==> config.mk <==
export PLATFORM = sky130hd
export DESIGN_NAME = demux_1to8_stream_flat
export DESIGN_NICKNAME = d
export VERILOG_FILES = /design/src/rtl/demux_1to8_stream_if.sv /design/src/rtl/demux_1to8_stream.sv /design/src/flat_wrapper.sv
export SDC_FILE = /design/constraint.sdc
export NUM_CORES = 1
export LEC_CHECK = 0
export CAP_MARGIN = 20
export CORE_AREA = 5 5 108 110
export CTS_CLUSTER_SIZE = 40
export DETAILED_ROUTE_END_ITERATION = 6
export DIE_AREA = 0 0 113 115
export PLACE_DENSITY = 0.69
export SYNTH_ARGS = -nofsm -noshare
export SYNTH_HDL_FRONTEND = slang
export SYNTH_SLANG_ARGS = --single-unit
==> constraint.sdc <==
create_clock -name clk -period 4.3 [get_ports clk]
set_input_delay 0.645 -clock clk [delete_from_list [all_inputs] [get_ports clk]]
set_output_delay 0.645 -clock clk [all_outputs]
set_load 0.05 [all_outputs]
==> src/rtl/demux_1to8_stream_if.sv <==
// Stream bundle for the 1-to-8 demultiplexer: one input stream and eight output channels.
interface demux_1to8_stream_if #(
    parameter int unsigned WIDTH = 8
);
    localparam int unsigned N_CH  = 8;
    localparam int unsigned SEL_W = 3;
    localparam int unsigned CNT_W = 16;

    logic                    in_valid;
    logic                    in_ready;
    logic [WIDTH-1:0]        in_data;
    logic [SEL_W-1:0]        in_sel;
    logic                    in_bcast;
    logic [N_CH-1:0]         out_valid;
    logic [N_CH-1:0]         out_ready;
    logic [N_CH*WIDTH-1:0]   out_data;
    logic [CNT_W-1:0]        beat_cnt;

    // Producer/consumer side of the block
    modport master (
        output in_valid, in_data, in_sel, in_bcast, out_ready,
        input  in_ready, out_valid, out_data, beat_cnt
    );

    // The demultiplexer itself
    modport slave (
        input  in_valid, in_data, in_sel, in_bcast, out_ready,
        output in_ready, out_valid, out_data, beat_cnt
    );
endinterface

==> src/rtl/demux_1to8_stream.sv <==
// Registered 1-to-8 stream demultiplexer with unicast/broadcast routing,
// one holding register per output channel and a wrapping accepted-beat counter.
module demux_1to8_stream #(
    parameter int unsigned WIDTH = 8
) (
    input  logic                 clk,
    input  logic                 rst_n,
    demux_1to8_stream_if.slave   bus
);
    localparam int unsigned N_CH  = 8;
    localparam int unsigned SEL_W = 3;
    localparam int unsigned CNT_W = 16;

    logic [N_CH-1:0]        can_take_c;
    logic [N_CH-1:0]        load_c;
    logic [N_CH-1:0]        pop_c;
    logic                   accept_c;
    logic                   in_ready_c;

    logic [N_CH-1:0]        valid_q;
    logic [N_CH*WIDTH-1:0]  data_q;
    logic [CNT_W-1:0]       cnt_q;

    // Channel availability, input handshake and per-channel load/pop decode
    always_comb begin
        can_take_c = '0;
        load_c     = '0;
        pop_c      = '0;
        in_ready_c = 1'b0;
        accept_c   = 1'b0;

        can_take_c = ~valid_q | bus.out_ready;
        pop_c      = valid_q & bus.out_ready;

        // A broadcast needs every channel free so delivery is all-or-nothing
        if (bus.in_bcast) begin
            in_ready_c = &can_take_c;
        end else begin
            in_ready_c = can_take_c[bus.in_sel];
        end

        accept_c = bus.in_valid & in_ready_c;

        for (int i = 0; i < int'(N_CH); i++) begin
            load_c[i] = accept_c & (bus.in_bcast | (bus.in_sel == SEL_W'(i)));
        end
    end

    // Channel valid flags: a load in the same cycle as a pop keeps the channel full
    always_ff @(posedge clk or negedge rst_n) begin
        if (!rst_n) begin
            valid_q <= '0;
        end else begin
            for (int i = 0; i < int'(N_CH); i++) begin
                if (load_c[i]) begin
                    valid_q[i] <= 1'b1;
                end else if (pop_c[i]) begin
                    valid_q[i] <= 1'b0;
                end
            end
        end
    end

    // Channel data words: only updated on load, otherwise keep the last value
    always_ff @(posedge clk or negedge rst_n) begin
        if (!rst_n) begin
            data_q <= '0;
        end else begin
            for (int i = 0; i < int'(N_CH); i++) begin
                if (load_c[i]) begin
                    data_q[i*WIDTH +: WIDTH] <= bus.in_data;
                end
            end
        end
    end

    // Accepted-beat counter; a broadcast counts once and the counter wraps
    always_ff @(posedge clk or negedge rst_n) begin
        if (!rst_n) begin
            cnt_q <= '0;
        end else if (accept_c) begin
            cnt_q <= cnt_q + CNT_W'(1);
        end
    end

    assign bus.in_ready  = in_ready_c;
    assign bus.out_valid = valid_q;
    assign bus.out_data  = data_q;
    assign bus.beat_cnt  = cnt_q;

endmodule

==> src/flat_wrapper.sv <==
// flat-port wrapper written by rule: the top's interface ports become plain ports
module demux_1to8_stream_flat 
#(
    parameter int unsigned WIDTH = 8
)
  (clk, rst_n, bus_in_valid, bus_in_data, bus_in_sel, bus_in_bcast, bus_out_ready, bus_in_ready, bus_out_valid, bus_out_data, bus_beat_cnt);
  demux_1to8_stream_if #(.WIDTH(WIDTH)) bus_i ();
  input  logic clk;
  input  logic rst_n;
  input wire logic [$bits(bus_i.in_valid)-1:0] bus_in_valid;
  input wire logic [$bits(bus_i.in_data)-1:0] bus_in_data;
  input wire logic [$bits(bus_i.in_sel)-1:0] bus_in_sel;
  input wire logic [$bits(bus_i.in_bcast)-1:0] bus_in_bcast;
  input wire logic [$bits(bus_i.out_ready)-1:0] bus_out_ready;
  output wire logic [$bits(bus_i.in_ready)-1:0] bus_in_ready;
  output wire logic [$bits(bus_i.out_valid)-1:0] bus_out_valid;
  output wire logic [$bits(bus_i.out_data)-1:0] bus_out_data;
  output wire logic [$bits(bus_i.beat_cnt)-1:0] bus_beat_cnt;
  assign bus_i.in_valid = bus_in_valid;
  assign bus_i.in_data = bus_in_data;
  assign bus_i.in_sel = bus_in_sel;
  assign bus_i.in_bcast = bus_in_bcast;
  assign bus_i.out_ready = bus_out_ready;
  assign bus_in_ready = bus_i.in_ready;
  assign bus_out_valid = bus_i.out_valid;
  assign bus_out_data = bus_i.out_data;
  assign bus_beat_cnt = bus_i.beat_cnt;
  demux_1to8_stream #(.WIDTH(WIDTH)) u_core (.clk(clk), .rst_n(rst_n), .bus(bus_i));
endmodule
---- Word-level counts from Yosys, hierarchy flattened ----
Index checks and enable logic that the tools add are counted.
Widths: inputs -> output; s select.
word-level totals
  flip-flop bits (word level) ............. 88
  input bits .............................. 23
  output and inout bits ................... 89
  logic and storage cells ................. 75
cells by class
  add/subtract/negate cells ............... 1
  $lt $le $gt $ge ......................... 1
  equality and inequality tests ........... 7
  muxes and demuxes ....................... 19
  bitwise logic cells ..................... 20
  reduce and logical (&&, ||, !) cells .... 10
operator list
  cell                   count
  $mux 1                 18
  $add 16x1->16 const B  1
  $reduce_bool 2->1      8
  $eq 3x3->1 const B     4
  $and 1x1->1            9
  $and 8x8->8            1
  $not 8->8              1
  $or 1x1->1             8
  $or 8x8->8             1
  $reduce_and 8->1       1
  $eq 3x2->1 const B     2
  $lt 3x4->1 const B     1
  $bmux 1 s3             1
  $eq 3x1->1 const B     1
  $logic_not 3->1        1

---- Longest topological paths before layout ----
Gate-level depths: netlist of the first run.
  depth in word-level cells ............... 8
  gate-level depth with buffers ........... 9
  mapped depth without buffers ............ 6

---- Least setup slack after synthesis of the first run ----
OpenSTA, ideal clock, no wires.
  kind .................................... input port to output port
  start point ............................. input port bus_in_sel[1]
  end point ............................... output port bus_in_ready
  data arrival time ....................... 1812 ps
  data required time ...................... 3655 ps
  slack ................................... 1843 ps
  stages on the path ...................... 5
  buffers on the path ..................... 1
  cell sequence ........................... buf_4 nand2_1 o22ai_1 a211oi_2 o31a_1
between the ends
  cells in the longest elaborated chain, start to end .. 3
ends and longest elaborated chain
  element                       line                     source
  start, declared               flat_wrapper.sv:12       input wire logic [$bits(bus_i.in_sel)-1:0] bus_in_sel;
  $bmux 1 s3                    demux_1to8_stream.sv:39  in_ready_c = can_take_c[bus.in_sel];
  $mux 1 (implied by the code)  demux_1to8_stream.sv:39
  $mux 1                        demux_1to8_stream.sv:36  if (bus.in_bcast) begin
  end, declared                 flat_wrapper.sv:15       output wire logic [$bits(bus_i.in_ready)-1:0] bus_in_ready;
No other way between the ends. The select of a mux whose other input is x is not followed.

---- Worst setup path after layout of the first run ----
Ends and elaborated chain as after synthesis.

==> results of run 1 <==
[kinds of logic (layout without fill, tap and decap cells)]
group	after synthesis	after routing	share of synthesized area
muxes	66	66	0.207
DFF	88	88	0.615
buffers and inverters	9	131	0.0122
and+or+nand+nor	53	53	0.0834
xor gates and xnor gates	15	15	0.0367
adders and majority gates	1	1	0.00349
AOI/OAI and AO/OA	19	19	0.0429
[state kept, by name (all words and copies together), names as in the netlist]
register and flops:
u_core.bus.out_data 64, u_core.bus.beat_cnt 16, u_core.bus.out_valid 8
[worst max path at each step]
stage / end / from / cells past startpoint / slack [ns]
floorplan: bus_in_ready / bus_in_sel[1] / 5 / 1.84
global placement: bus_in_ready / bus_in_sel[1] / 6 / 0.74
detailed placement: bus_in_ready / bus_in_sel[1] / 6 / 0.70
CTS: bus_in_ready / bus_in_sel[1] / 6 / 0.69
global route: bus_in_ready / bus_in_sel[1] / 6 / 0.54
finish: bus_in_ready / bus_in_sel[1] / 6 / 0.68
[layer usage]
metal	wire length, µm	vias to the layer above	global-route usage
li1	-	1135	-
met1	3890	1228	0.177
met2	4440	80	0.245
met3	679	9	0.0521
met4	89	0	0.0385
met5	0	-	0
[final cells by class]
class / count / area share
Inverter: 3 / 0.00222
Clock inverter: 5 / 0.0204
Tap cell: 140 / 0.0345
Clock buffer: 10 / 0.0251
Sequential cell: 88 / 0.433
Timing Repair Buffer: 113 / 0.221
Multi-Input combinational cell: 154 / 0.263
[stage by stage]
stage	total power [W]	instance area [µm²]
detailed placement	0.00282	4850
global route	0.00361	5080
finish	0.00345	5080
global placement	0.00280	4850
CTS	0.00350	5080
floorplan	0.00222	3580
[synth_stat cells, types with 2 or more instances]
cell | number | area share
nor2_1 | 6 | 0.0063
nand3_1 | 4 | 0.0056
dfrtp_1 | 88 | 0.61
inv_1 | 3 | 0.0031
a21oi_1 | 3 | 0.0042
nand2b_1 | 8 | 0.014
nor2_2 | 3 | 0.0052
buf_4 | 2 | 0.0042
buf_2 | 2 | 0.0028
and2_1 | 2 | 0.0035
o21ai_2 | 4 | 0.0098
and3_1 | 7 | 0.012
mux2_2 | 64 | 0.20
nand4_1 | 9 | 0.016
xnor2_1 | 14 | 0.034
clkbuf_1 | 2 | 0.0021
nand2_1 | 11 | 0.012
mux2i_1 | 2 | 0.0056
o21ai_0 | 5 | 0.0070
[power by group]
group / internal, W / switching [W]
Clock: 0.000385 / 0.000283
Sequential: 0.00104 / 0.000130
Combinational: 0.000562 / 0.00105
==> results.md, run 1 <==
- Outcome: complete, no violations
- Placed Instances: 498
- Setup bufs post-CTS: 0
- Most frequent cells in the layout: 110 x clkdlybuf4s50_1, 88 x dfrtp_1, 64 x mux2_2
- # clock sinks: 88
- Leak: 2.13 nW
- Finished Layout Cells: 513
- Drt initial violations: 60
- # rows: 38
- Crit-path leading delay family: buffers and inverters
- Share of cells above drive strength 1: 0.247
- Boundary Pins: 112
- Die X: 113 µm
- CP Buf/Inv Count: 2
- DIE AREA: 0.0130 mm²
- 1st-pass router iterations: 4
- Die Y: 115 µm
- Post-Syn Area: 0.00358 mm²
- CTS resizes: 0
- CP required: 3.65 ns
- Filler cell count: 977
- Core Footprint: 0.0106 mm²
- Async SR Flop Fraction: 1.00
- Final HPWL DP: 6.52 mm
- Critical path's largest stage delay: 0.82 ns
- Slew headroom: 0.509
- Deepest level of the CTS H-tree: 3
- PnR worst setup slack: 0.682 ns
- Tcrit/Tclk final: 0.841
- Fin. max-slew vios: 0
- Number of remaining DRC errors: 0
- Mapped Avg Cell Area: 14.3 µm²
- Worst flop-to-flop path startpoint: u_core.bus.out_valid[4]$_DFFE_PN0P_
- Maximum vdd drop: 0.404 mV
- #FFs+latches synth: 88
- Hold buffer count at cts: 0
- Synth cell types: 31
- Multi-input logic area: 0.00134 mm²
- CP max FO: 7
- PwrDens: 679 mW/mm²
- Post-route ant nets: 0
- Initial Utilization: 0.338
- Total negative setup slack: 0 ns
- Final setup viols: 0
- Mapped Cells: 251
- GP Congestion: 0.756
- Final hold vios: 0
- Maximum clock frequency: 276 MHz
- Root buffer cell: clkbuf_8
- CP Cell Sequence: clkdlybuf4s50_1, nand2b_4, o22ai_1, a211oi_2, o31a_1, clkdlybuf4s50_1
- CTS tree: done
- Hold WS: 0.287 ns
- Syn Nets: 275
- Pre-CTS setup slack: 0.703 ns
- Final net count: 393
- Final Skew: 0.0221 ns
- RSZ-0062 raised after global routing: no
- Grt total ovfl: 0
- Max Cap Viol: 0
- Pin count of the biggest net entering global routing: 48
- Worst skew pair latency: 0.35 ns
- Critical path class: in2out
- Reg clk slew, reported paths: 0.09 ns
- GRT Total Usage: 0.145
- Core Util, Final: 0.479
- Slew of the pin with the lowest slew margin: 0.737 ns
- Detailed Route WL: 9.10 mm
- Startpoint Class: input pin
- Warnings from Yosys: 0
- Reg2Reg Capture Point: u_core.bus.out_data[21]$_DFFE_PN0P_
- PortBufs: 111
- Crit end category: primary output
- Clk buf depth: 2
- Min Tclk post-route: 3.62 ns
- FF+latch area: 0.00220 mm²
- Most common cell after layout, fill and taps aside: clkdlybuf4s50_1
- Worst Hold Class: in2async
- Seq/Total Area, Yosys: 0.615
- Commonest register cell after synthesis: dfrtp_1
- Post-synth EDFFs: 0
- Antenna diodes: 0
- Critical-path top delay cell: clkdlybuf4s50_1
- R2R depth: 6
- CTS buffer count: 9
- FF-to-FF setup slack: 1.80 ns
- Worst path arrival time: 2.97 ns
- Crit path top cell by count: clkdlybuf4s50_1
- Antenna violations before repair: 0
- WL per Instance: 17.7 µm
- Area added between synthesis and finish: 41.8%
- Routed vias/inst: 4.78
- First-pass GRT wire length: 14.6 mm
- Vias: 2,452
- Vias in the first global route: 2,663
(Power assumes the default switching activity.)
==> inputs of run 2 (changes only) <==
Settings changed: PLACE_DENSITY 0.69 to 0.71.
Clock period 4.3 ns to 3.3 ns, I/O delays scaled along.
==> run 2 against run 1 <==
  * Critical path depth stayed put
  * Worst hold slack got worse by 0.18 ns
  * Clock-buffer cell count increased by 1
  * Via count grew 3.3%
  * Global-route usage up 0.085 points
  * Utilization rose by 0.12 points
  * Combinational power grew 31%
  * Design area up 0.25%
  * Worst setup slack worse by 0.088 ns
  * Clock skew fell by 0.012 ns
  * Non-clock buffer count grew 3
  * Highest routed layer unchanged
==> results.md, run 2 (same netlist as run 1, synthesis figures left out) <==
- Outcome: complete, no violations
- # clock sinks: 88 (unchanged)
- Critical Path Sink: bus_in_ready
- Final non-filler cell area: 0.00509 mm² (+0.25%)
- Deepest level of the CTS H-tree: 3 (unchanged)
- Most common cell after layout, fill and taps aside: clkdlybuf4s50_1
- FF-to-FF setup slack: 1.01 ns (-0.79 ns)
- Internal Power: 0.00242 W (+22%)
- Tcrit/Tclk final: 0.820
- Vias: 2,532 (+3.3%)
- Worst Hold Class: in2async
- Boundary Pins: 112 (unchanged)
- CP required: 2.80 ns (-0.85 ns)
- Multi-input logic area: 0.00134 mm² (unchanged)
- Core Footprint: 0.0106 mm² (unchanged)
- Post-route ant nets: 0 (unchanged)
- Routed vias/inst: 4.90 (+2.5%)
- Slew of the pin with the lowest slew margin: 0.665 ns (-0.0717 ns)
- CP Cell Sequence: clkdlybuf4s50_1, nand2b_4, o22ai_1, a211oi_2, o31a_1, buf_12
- Detailed Route WL: 9.25 mm (+1.6%)
- Reg2Reg Capture Point: u_core.bus.out_data[6]$_DFFE_PN0P_
- Maximum vdd drop: 0.456 mV (+13%)
- Max reg flops: 64 (unchanged)
- Leak: 2.13 nW (about the same)
- Filler cell count: 955 (-2.3%)
- Reg clk slew, reported paths: 0.09 ns (about the same)
- Drt initial violations: 92 (+53%)
- 1st-pass router iterations: 4 (unchanged)
- Net Sw Power: 0.00194 W (+33%)
- Logic pwr share: 0.484 (+0.018)
- Critical path's largest stage delay: 0.63 ns (-0.19 ns)
- DIE AREA: 0.0130 mm² (unchanged)
- Post-place instance area: 0.00487 mm² (+0.52%)
- Worst path arrival time: 2.21 ns (-0.76 ns)
- Min Tclk post-route: 2.71 ns
- Maximum clock frequency: 370 MHz
- Worst skew pair latency: 0.36 ns (about the same)
- Share of cells above drive strength 1: 0.260 (+0.0133)
- Crit-path leading delay family: buffers and inverters
- Die X: 113 µm (unchanged)
- R2R depth: 6 (unchanged)
- Crit end category: primary output
- CP Buf/Inv Count: 2 (unchanged)
- # rows: 38 (unchanged)
- Critical path class: in2out
- Critical-path top delay cell: clkdlybuf4s50_1
- Hold buffer count at cts: 0 (unchanged)
- Die Y: 115 µm (unchanged)
- Worst flop-to-flop path startpoint: u_core.bus.out_valid[7]$_DFFE_PN0P_
- Power Total: 0.00437 W (+27%)
- GP Congestion: 0.869 (+15%)
- Sequential Power Share: 0.351 (+0.011)
- CP max FO: 7 (unchanged)
- First-pass GRT wire length: 14.8 mm (+0.99%)
- Clk pwr share: 0.165 (-0.029)
- Vias in the first global route: 2,647 (-0.60%)
- Initial Utilization: 0.338 (unchanged)
- Startpoint Class: input pin
- Area added between synthesis and finish: 42.1%
- Final net count: 396 (+0.76%)
- RSZ-0062 raised after global routing: no
- CTS buffer count: 9 (unchanged)
- Most frequent cells in the layout: 109 x clkdlybuf4s50_1, 88 x dfrtp_1, 64 x mux2_2
- Final setup viols: 0 (unchanged)
- Fin. max-slew vios: 0 (unchanged)
- Max Cap Viol: 0 (unchanged)
- PortBufs: 111 (unchanged)
- Grt total ovfl: 0 (unchanged)
- Number of remaining DRC errors: 0 (unchanged)
- CTS resizes: 0 (unchanged)
- Slew headroom: 0.557 (+0.0478)
- CTS tree: done
- Root buffer cell: clkbuf_8
- Antenna violations before repair: 0 (unchanged)
- Setup bufs post-CTS: 0 (unchanged)
- PwrDens: 857 mW/mm² (+26%)
- Final HPWL DP: 6.33 mm (-2.9%)
- Switch share: 0.445 (+0.0222)
- GRT Total Usage: 0.146 (+0.000853)
- FF+latch area: 0.00220 mm² (unchanged)
- Final Skew: 0.0104 ns (-0.0116 ns)
- Antenna diodes: 0 (unchanged)
- WL per Instance: 17.9 µm (+0.79%)
- Crit path depth: 6 (unchanged)
- Final hold vios: 0 (unchanged)
- Clk buf depth: 2 (unchanged)
- Worst Setup SP: bus_in_sel[1]
- Pin count of the biggest net entering global routing: 89 (+85%)
- Total negative setup slack: 0 ns (unchanged)
[run 2: cell type report]
type | instances | share of cell area
clock buffers | 11 | 0.0297
clock inverters | 5 | 0.00786
inverters | 3 | 0.00221
multi-input cells | 154 | 0.263
flip-flops and latches | 88 | 0.432
well taps | 140 | 0.0344
repair buffers | 116 | 0.231
[run 2: per-layer routing]
| metal | track usage | part of all wire | wire [µm] |
|---|---|---|---|
| met5 | 0 | 0 | 0 |
| met1 | 0.189 | 0.44 | 4060 |
| met3 | 0.0442 | 0.071 | 661 |
| met2 | 0.235 | 0.47 | 4360 |
| met4 | 0.0481 | 0.018 | 169 |
[run 2: worst min path at each step]
| stage | depth (start not counted) | endpoint | slack (ns) | from |
|---|---|---|---|---|
| after CTS | 1 | u_core.bus.out_valid[6]$_DFFE_PN0P_ | 0.39 | rst_n |
| final | 1 | u_core.bus.out_valid[6]$_DFFE_PN0P_ | 0.11 | rst_n |
| after floorplan | 0 | u_core.bus.beat_cnt[0]$_DFFE_PN0P_ | 0.20 | rst_n |
| after global placement | 1 | u_core.bus.beat_cnt[15]$_DFFE_PN0P_ | 0.46 | u_core.bus.beat_cnt[15]$_DFFE_PN0P_ |
| after global routing | 1 | u_core.bus.beat_cnt[2]$_DFFE_PN0P_ | 0.14 | rst_n |
| after detailed placement | 1 | u_core.bus.beat_cnt[15]$_DFFE_PN0P_ | 0.46 | u_core.bus.beat_cnt[15]$_DFFE_PN0P_ |
[run 2: per-stage QoR]
stage	hold slack [ns]	util	std cells	setup WS [ns]
4_1_cts	0.386	0.478	516	0.629
5_1_grt	0.142	0.480	517	0.473
6_report	0.105	0.480	517	0.594
3_5_place_dp	0.463	0.460	500	0.374
3_3_place_gp	0.461	0.460	500	0.418
2_1_floorplan	0.199	-	251	1.02
[run 2: power groups by stage]
stage	clock, W	combinational, W	sequential (W)
2_1_floorplan	0	0.000365	0.00253
5_1_grt	0.000783	0.00219	0.00158
4_1_cts	0.000755	0.00213	0.00154
6_report	0.000722	0.00211	0.00153
3_3_place_gp	0	0.00211	0.00155
3_5_place_dp	0	0.00212	0.00156
==> inputs of run 3 (changes only) <==
Settings changed: PLACE_DENSITY 0.71 to 0.69.
Clock period 3.3 ns to 2.7 ns, I/O delays scaled along.
==> run 3 against run 2 <==
  * Register-to-register slack worse by 0.54 ns
  * Clock power is 13% higher
  * Critical endpoint is now u_core.bus.out_data[8]$_DFFE_PN0P_
  * Sequential share of layout area is 0.22 points lower
  * Utilization is 0.25 points higher
  * Die area stayed put
  * Critical path type is now in2reg
  * Worst hold slack worse by 0.045 ns
==> results.md, run 3 (same netlist as run 1, synthesis figures left out) <==
- Outcome: complete, no violations
- Reg2Reg Capture Point: u_core.bus.out_data[8]$_DFFE_PN0P_
- Vias: 2,467 (-2.6%)
- First-pass GRT wire length: 14.5 mm (-1.5%)
- Root buffer cell: clkbuf_8
- # rows: 38 (unchanged)
- Critical path class: in2reg
- Leak: 2.16 nW (+1.1%)
- Clk buf depth: 2 (unchanged)
- PwrDens: 1030 mW/mm² (+20%)
- Max Cap Viol: 0 (unchanged)
- Tcrit/Tclk final: 0.932
- CTS buffer count: 9 (unchanged)
- Crit end category: flop
- Vias in the first global route: 2,637 (-0.38%)
- 1st-pass router iterations: 4 (unchanged)
- Crit path depth: 7 (+1)
- FF-to-FF setup slack: 0.47 ns (-0.54 ns)
- Detailed Route WL: 9.15 mm (-1.1%)
- Pin count of the biggest net entering global routing: 46 (-48%)
- WL per Instance: 17.5 µm (-2.0%)
- RSZ-0062 raised after global routing: no
- Setup bufs post-CTS: 0 (unchanged)
- Critical path's largest stage delay: 0.58 ns (-0.05 ns)
- # clock sinks: 88 (unchanged)
- GP Congestion: 0.822 (-5.3%)
- Final non-filler cell area: 0.00512 mm² (+0.52%)
- Worst Hold Class: in2async
- Slew headroom: 0.477 (-0.0793)
- Fin. max-slew vios: 0 (unchanged)
- Worst path arrival time: 2.75 ns (+0.54 ns)
- Routed vias/inst: 4.73 (-3.5%)
- CP required: 2.94 ns (+0.14 ns)
- Deepest level of the CTS H-tree: 3 (unchanged)
- Final net count: 401 (+1.3%)
- Die Y: 115 µm (unchanged)
- Startpoint Class: input pin
- Critical-path top delay cell: clkdlybuf4s50_1
- Die X: 113 µm (unchanged)
- Most common cell after layout, fill and taps aside: clkdlybuf4s50_1
- Boundary Pins: 112 (unchanged)
- Antenna diodes: 0 (unchanged)
- CP Cell Sequence: clkdlybuf4s50_1, nand2b_4, o22ai_1, a211oi_2, o311ai_4, nor2_2, mux2_2
- Crit-path leading delay family: simple AND/OR/NAND/NOR gates
- Maximum vdd drop: 0.606 mV (+33%)
- Final hold vios: 0 (unchanged)
- Worst flop-to-flop path startpoint: u_core.bus.out_valid[2]$_DFFE_PN0P_
- Most frequent cells in the layout: 109 x clkdlybuf4s50_1, 88 x dfrtp_1, 64 x mux2_2
- PortBufs: 111 (unchanged)
- GRT Total Usage: 0.145 (-0.000607)
- Hold WS: 0.0602 ns (-0.0453 ns)
- Max reg flops: 64 (unchanged)
- Final setup viols: 0 (unchanged)
- DIE AREA: 0.0130 mm² (unchanged)
- Post-place instance area: 0.00494 mm² (+1.4%)
- Reg clk slew, reported paths: 0.08 ns (about the same)
- Min Tclk post-route: 2.52 ns
- Critical Path Sink: u_core.bus.out_data[8]$_DFFE_PN0P_
- CP max FO: 8 (+1)
- Share of cells above drive strength 1: 0.264 (+0.00445)
- Worst Setup SP: bus_in_sel[1]
- CP Buf/Inv Count: 1 (-1)
- Hold buffer count at cts: 0 (unchanged)
- Antenna violations before repair: 0 (unchanged)
- Drt initial violations: 83 (-9.8%)
- Final HPWL DP: 6.62 mm (+4.6%)
- Filler cell count: 951 (-0.42%)
- CTS resizes: 0 (unchanged)
- Worst skew pair latency: 0.34 ns (-0.02 ns)
- Core Footprint: 0.0106 mm² (unchanged)
- Post-route ant nets: 0 (unchanged)
- Initial Utilization: 0.338 (unchanged)
- R2R depth: 6 (unchanged)
- Grt total ovfl: 0 (unchanged)
- Number of remaining DRC errors: 0 (unchanged)
- Final Skew: 0.00634 ns (-0.00410 ns)
- CTS tree: done
- Area added between synthesis and finish: 42.9%
- Core Util, Final: 0.483 (+0.00248)
- Slew of the pin with the lowest slew margin: 0.784 ns (+0.119 ns)
- Maximum clock frequency: 397 MHz
run 3: cell types whose count changed in the layout (fill, tap and decap cells not counted), moves of 2 or more:
cell | before | now
clkbuf_1 | 0 | 2
clkinvlp_4 | 3 | 1
buf_12 | 1 | 3
buf_4 | 5 | 9
run 3: per-stage QoR:
stage          power [W]  std cells  setup slack (ns)  setup TNS [ns]
5_1_grt          0.00553        522            0.0708               0
3_5_place_dp     0.00452        506            -0.199           -5.09
2_1_floorplan    0.00354        251             0.420               0
6_report         0.00528        522             0.183               0
3_3_place_gp     0.00449        506            -0.186           -3.10
4_1_cts          0.00535        522             0.153               0
run 3: layer usage:
layer | track usage | vias up | wire length [µm]
li1 | - | 1143 | -
met1 | 0.184 | 1236 | 4000
met2 | 0.237 | 81 | 4410
met3 | 0.0521 | 7 | 647
met4 | 0.0385 | 0 | 90
met5 | 0 | - | 0
run 3: how the worst min path moves through the flow:
stage / start / to / slack (ns) / cells after the start
2_1_floorplan: rst_n / u_core.bus.beat_cnt[0]$_DFFE_PN0P_ / 0.11 / 0
3_3_place_gp: rst_n / u_core.bus.beat_cnt[15]$_DFFE_PN0P_ / 0.45 / 1
3_5_place_dp: rst_n / u_core.bus.beat_cnt[14]$_DFFE_PN0P_ / 0.45 / 1
4_1_cts: rst_n / u_core.bus.beat_cnt[8]$_DFFE_PN0P_ / 0.07 / 1
5_1_grt: rst_n / u_core.bus.beat_cnt[14]$_DFFE_PN0P_ / 0.1 / 1
6_report: rst_n / u_core.bus.beat_cnt[14]$_DFFE_PN0P_ / 0.06 / 1
run 3: area by class of cell:
cell class,count,area (µm²),area share
Inverter,3,11.3,0.00220
Timing Repair Buffer,121,1220,0.238
Sequential cell,88,2200,0.430
Multi-Input combinational cell,154,1340,0.261
Clock buffer,12,145,0.0283
Clock inverter,4,30.0,0.00587
Tap cell,140,175,0.0342
run 3: where the power goes:
group          switching (W)  internal, W
Clock               0.000454     0.000362
Combinational        0.00168     0.000918
Sequential          0.000210      0.00166
Total                0.00234      0.00294
==> variant (config.mk and constraints of run 3) <==
`WIDTH` is set to 8 in 3 places; all go to 10.
--- a/src/rtl/demux_1to8_stream_if.sv
+++ b/src/rtl/demux_1to8_stream_if.sv
@@ -2,3 +2,3 @@
 interface demux_1to8_stream_if #(
-    parameter int unsigned WIDTH = 8
+    parameter int unsigned WIDTH = 10
 );
--- a/src/rtl/demux_1to8_stream.sv
+++ b/src/rtl/demux_1to8_stream.sv
@@ -3,3 +3,3 @@
 module demux_1to8_stream #(
-    parameter int unsigned WIDTH = 8
+    parameter int unsigned WIDTH = 10
 ) (
--- a/src/flat_wrapper.sv
+++ b/src/flat_wrapper.sv
@@ -3,3 +3,3 @@
 #(
-    parameter int unsigned WIDTH = 8
+    parameter int unsigned WIDTH = 10
 )
Ports: changed (resized bus_in_data and bus_out_data); port bits go from 112 to 130. The function was not compared with the original's and may differ.
==> variant against run 3 <==
Sequential cell count increased by 16. Cell area grew 20%. Hold slack improved by 0.064 ns. Total power grew 34%. Worst setup slack lost 0.030 ns. Critical path depth is 2 lower. Highest routed layer unchanged. Utilization is 9.6 points higher. Critical path type is now in2out. Area after synthesis is 20% higher. Routed wire length increased by 21%. Clock skew rose by 0.0067 ns. Combinational power is 42% higher.
==> variant: results (changes against run 3) <==
grtUsageTotal: 0.178  # +0.0324
crit_arrival_ns: 2.14  # -0.61 ns
grt_pass1_vias: 3125  # +19%
crit_family: "buffers and inverters"
p_sw_frac: 0.455  # +0.0119
wl_per_cell_um: 18.9  # +8.0%
final_cells: 586  # +12%
pre_cts_slack_ns: -0.103  # +0.0961 ns
grt_pass1_wl_um: 17700  # +22%
n_fill_cell: 868  # -8.7%
dp_cells: 570  # +13%
clkLatencyLatePin_ns: 0.36  # +0.02 ns
largest_register_ffs: 80  # +25%
viasPerCell: 5.01  # +5.9%
post_cts_resized: 0  # unchanged
ir_worst_vdd_mv: 0.637  # +5.1%
yosysSeqAreaShare: 0.604  # -0.0109
io_buffers: 129  # +16%
synth_common_cells: "dfrtp_1 (104), mux2_2 (65), xnor2_1 (14)"
drt_iter0_markers: 72  # -13%
grt_max_degree: 66  # +43%
drive_above_1_share: 0.280  # +0.0159
comb-power_mw: 3.69  # +42%
clkTransAtPathRegs_ns: 0.11  # +0.03 ns
synth_cell_type_count: 38  # +23%
status: "complete, no violations"
gp_congestion: 0.859  # +4.5%
nets: 467  # +16%
synth_nets: 317  # +15%
relSlewSlack: 0.464  # -0.0139
p_int_mw: 3.85  # +31%
cp_max_fo: 5  # -3
## variant: changes by cell type after synthesis, moves of 4 or more
cell,run 3,this run
buf_4,2,7
dfrtp_1,88,104
mux2_1,0,7
mux2_4,0,9
nand2_1,11,7
nor2_1,6,1
nor2b_1,0,5
o21a_1,0,8
o21ai_0,5,0
or2_2,0,5
## variant: routing by layer
metal / routed length (um) / part of all wire / vias up / track usage
li1: - / - / 1345 / -
met1: 4810 / 0.43 / 1481 / 0.235
met2: 4920 / 0.44 / 98 / 0.260
met3: 1260 / 0.11 / 10 / 0.0958
met4: 100 / 0.0090 / 0 / 0.0385
met5: 0 / 0 / - / 0
## variant: cells by family after synthesis
kind of cell / count (synthesis) / synth area share
fa+ha+maj: 1 / 0.00290
xor+xnor: 15 / 0.0305
compound gates: 17 / 0.0369
flops: 104 / 0.604
simple gates: 57 / 0.0804
mux: 82 / 0.225
buf+inv: 15 / 0.0212
## variant: worst paths after layout
| check | cells past startpoint | slack, ns | startpoint | to |
|---|---|---|---|---|
| setup / recovery | 5 | 0.15 | bus_in_sel[1] | bus_in_ready |
| min in group clk | 1 | 0.48 | u_core.bus.beat_cnt[15] | u_core.bus.beat_cnt[15] |
| max in group asynchronous | 2 | 1.77 | rst_n | u_core.bus.out_data[7] |
| hold reg to reg | 1 | 0.48 | u_core.bus.beat_cnt[15] | u_core.bus.beat_cnt[15] |
| hold / removal | 1 | 0.12 | rst_n | u_core.bus.out_data[41] |
| setup reg to reg | 7 | 0.41 | u_core.bus.out_valid[3] | u_core.bus.out_data[76] |
## variant: final cells by class
type                       instances  area (um2)  area share
clock buffer                      10         138      0.0224
tap                              140         175      0.0285
timing repair buffer             152        1520       0.248
inverter                           2        7.51     0.00122
clock inverter                     6        76.3      0.0124
multi-input combinational        172        1620       0.264
sequential                       104        2600       0.424
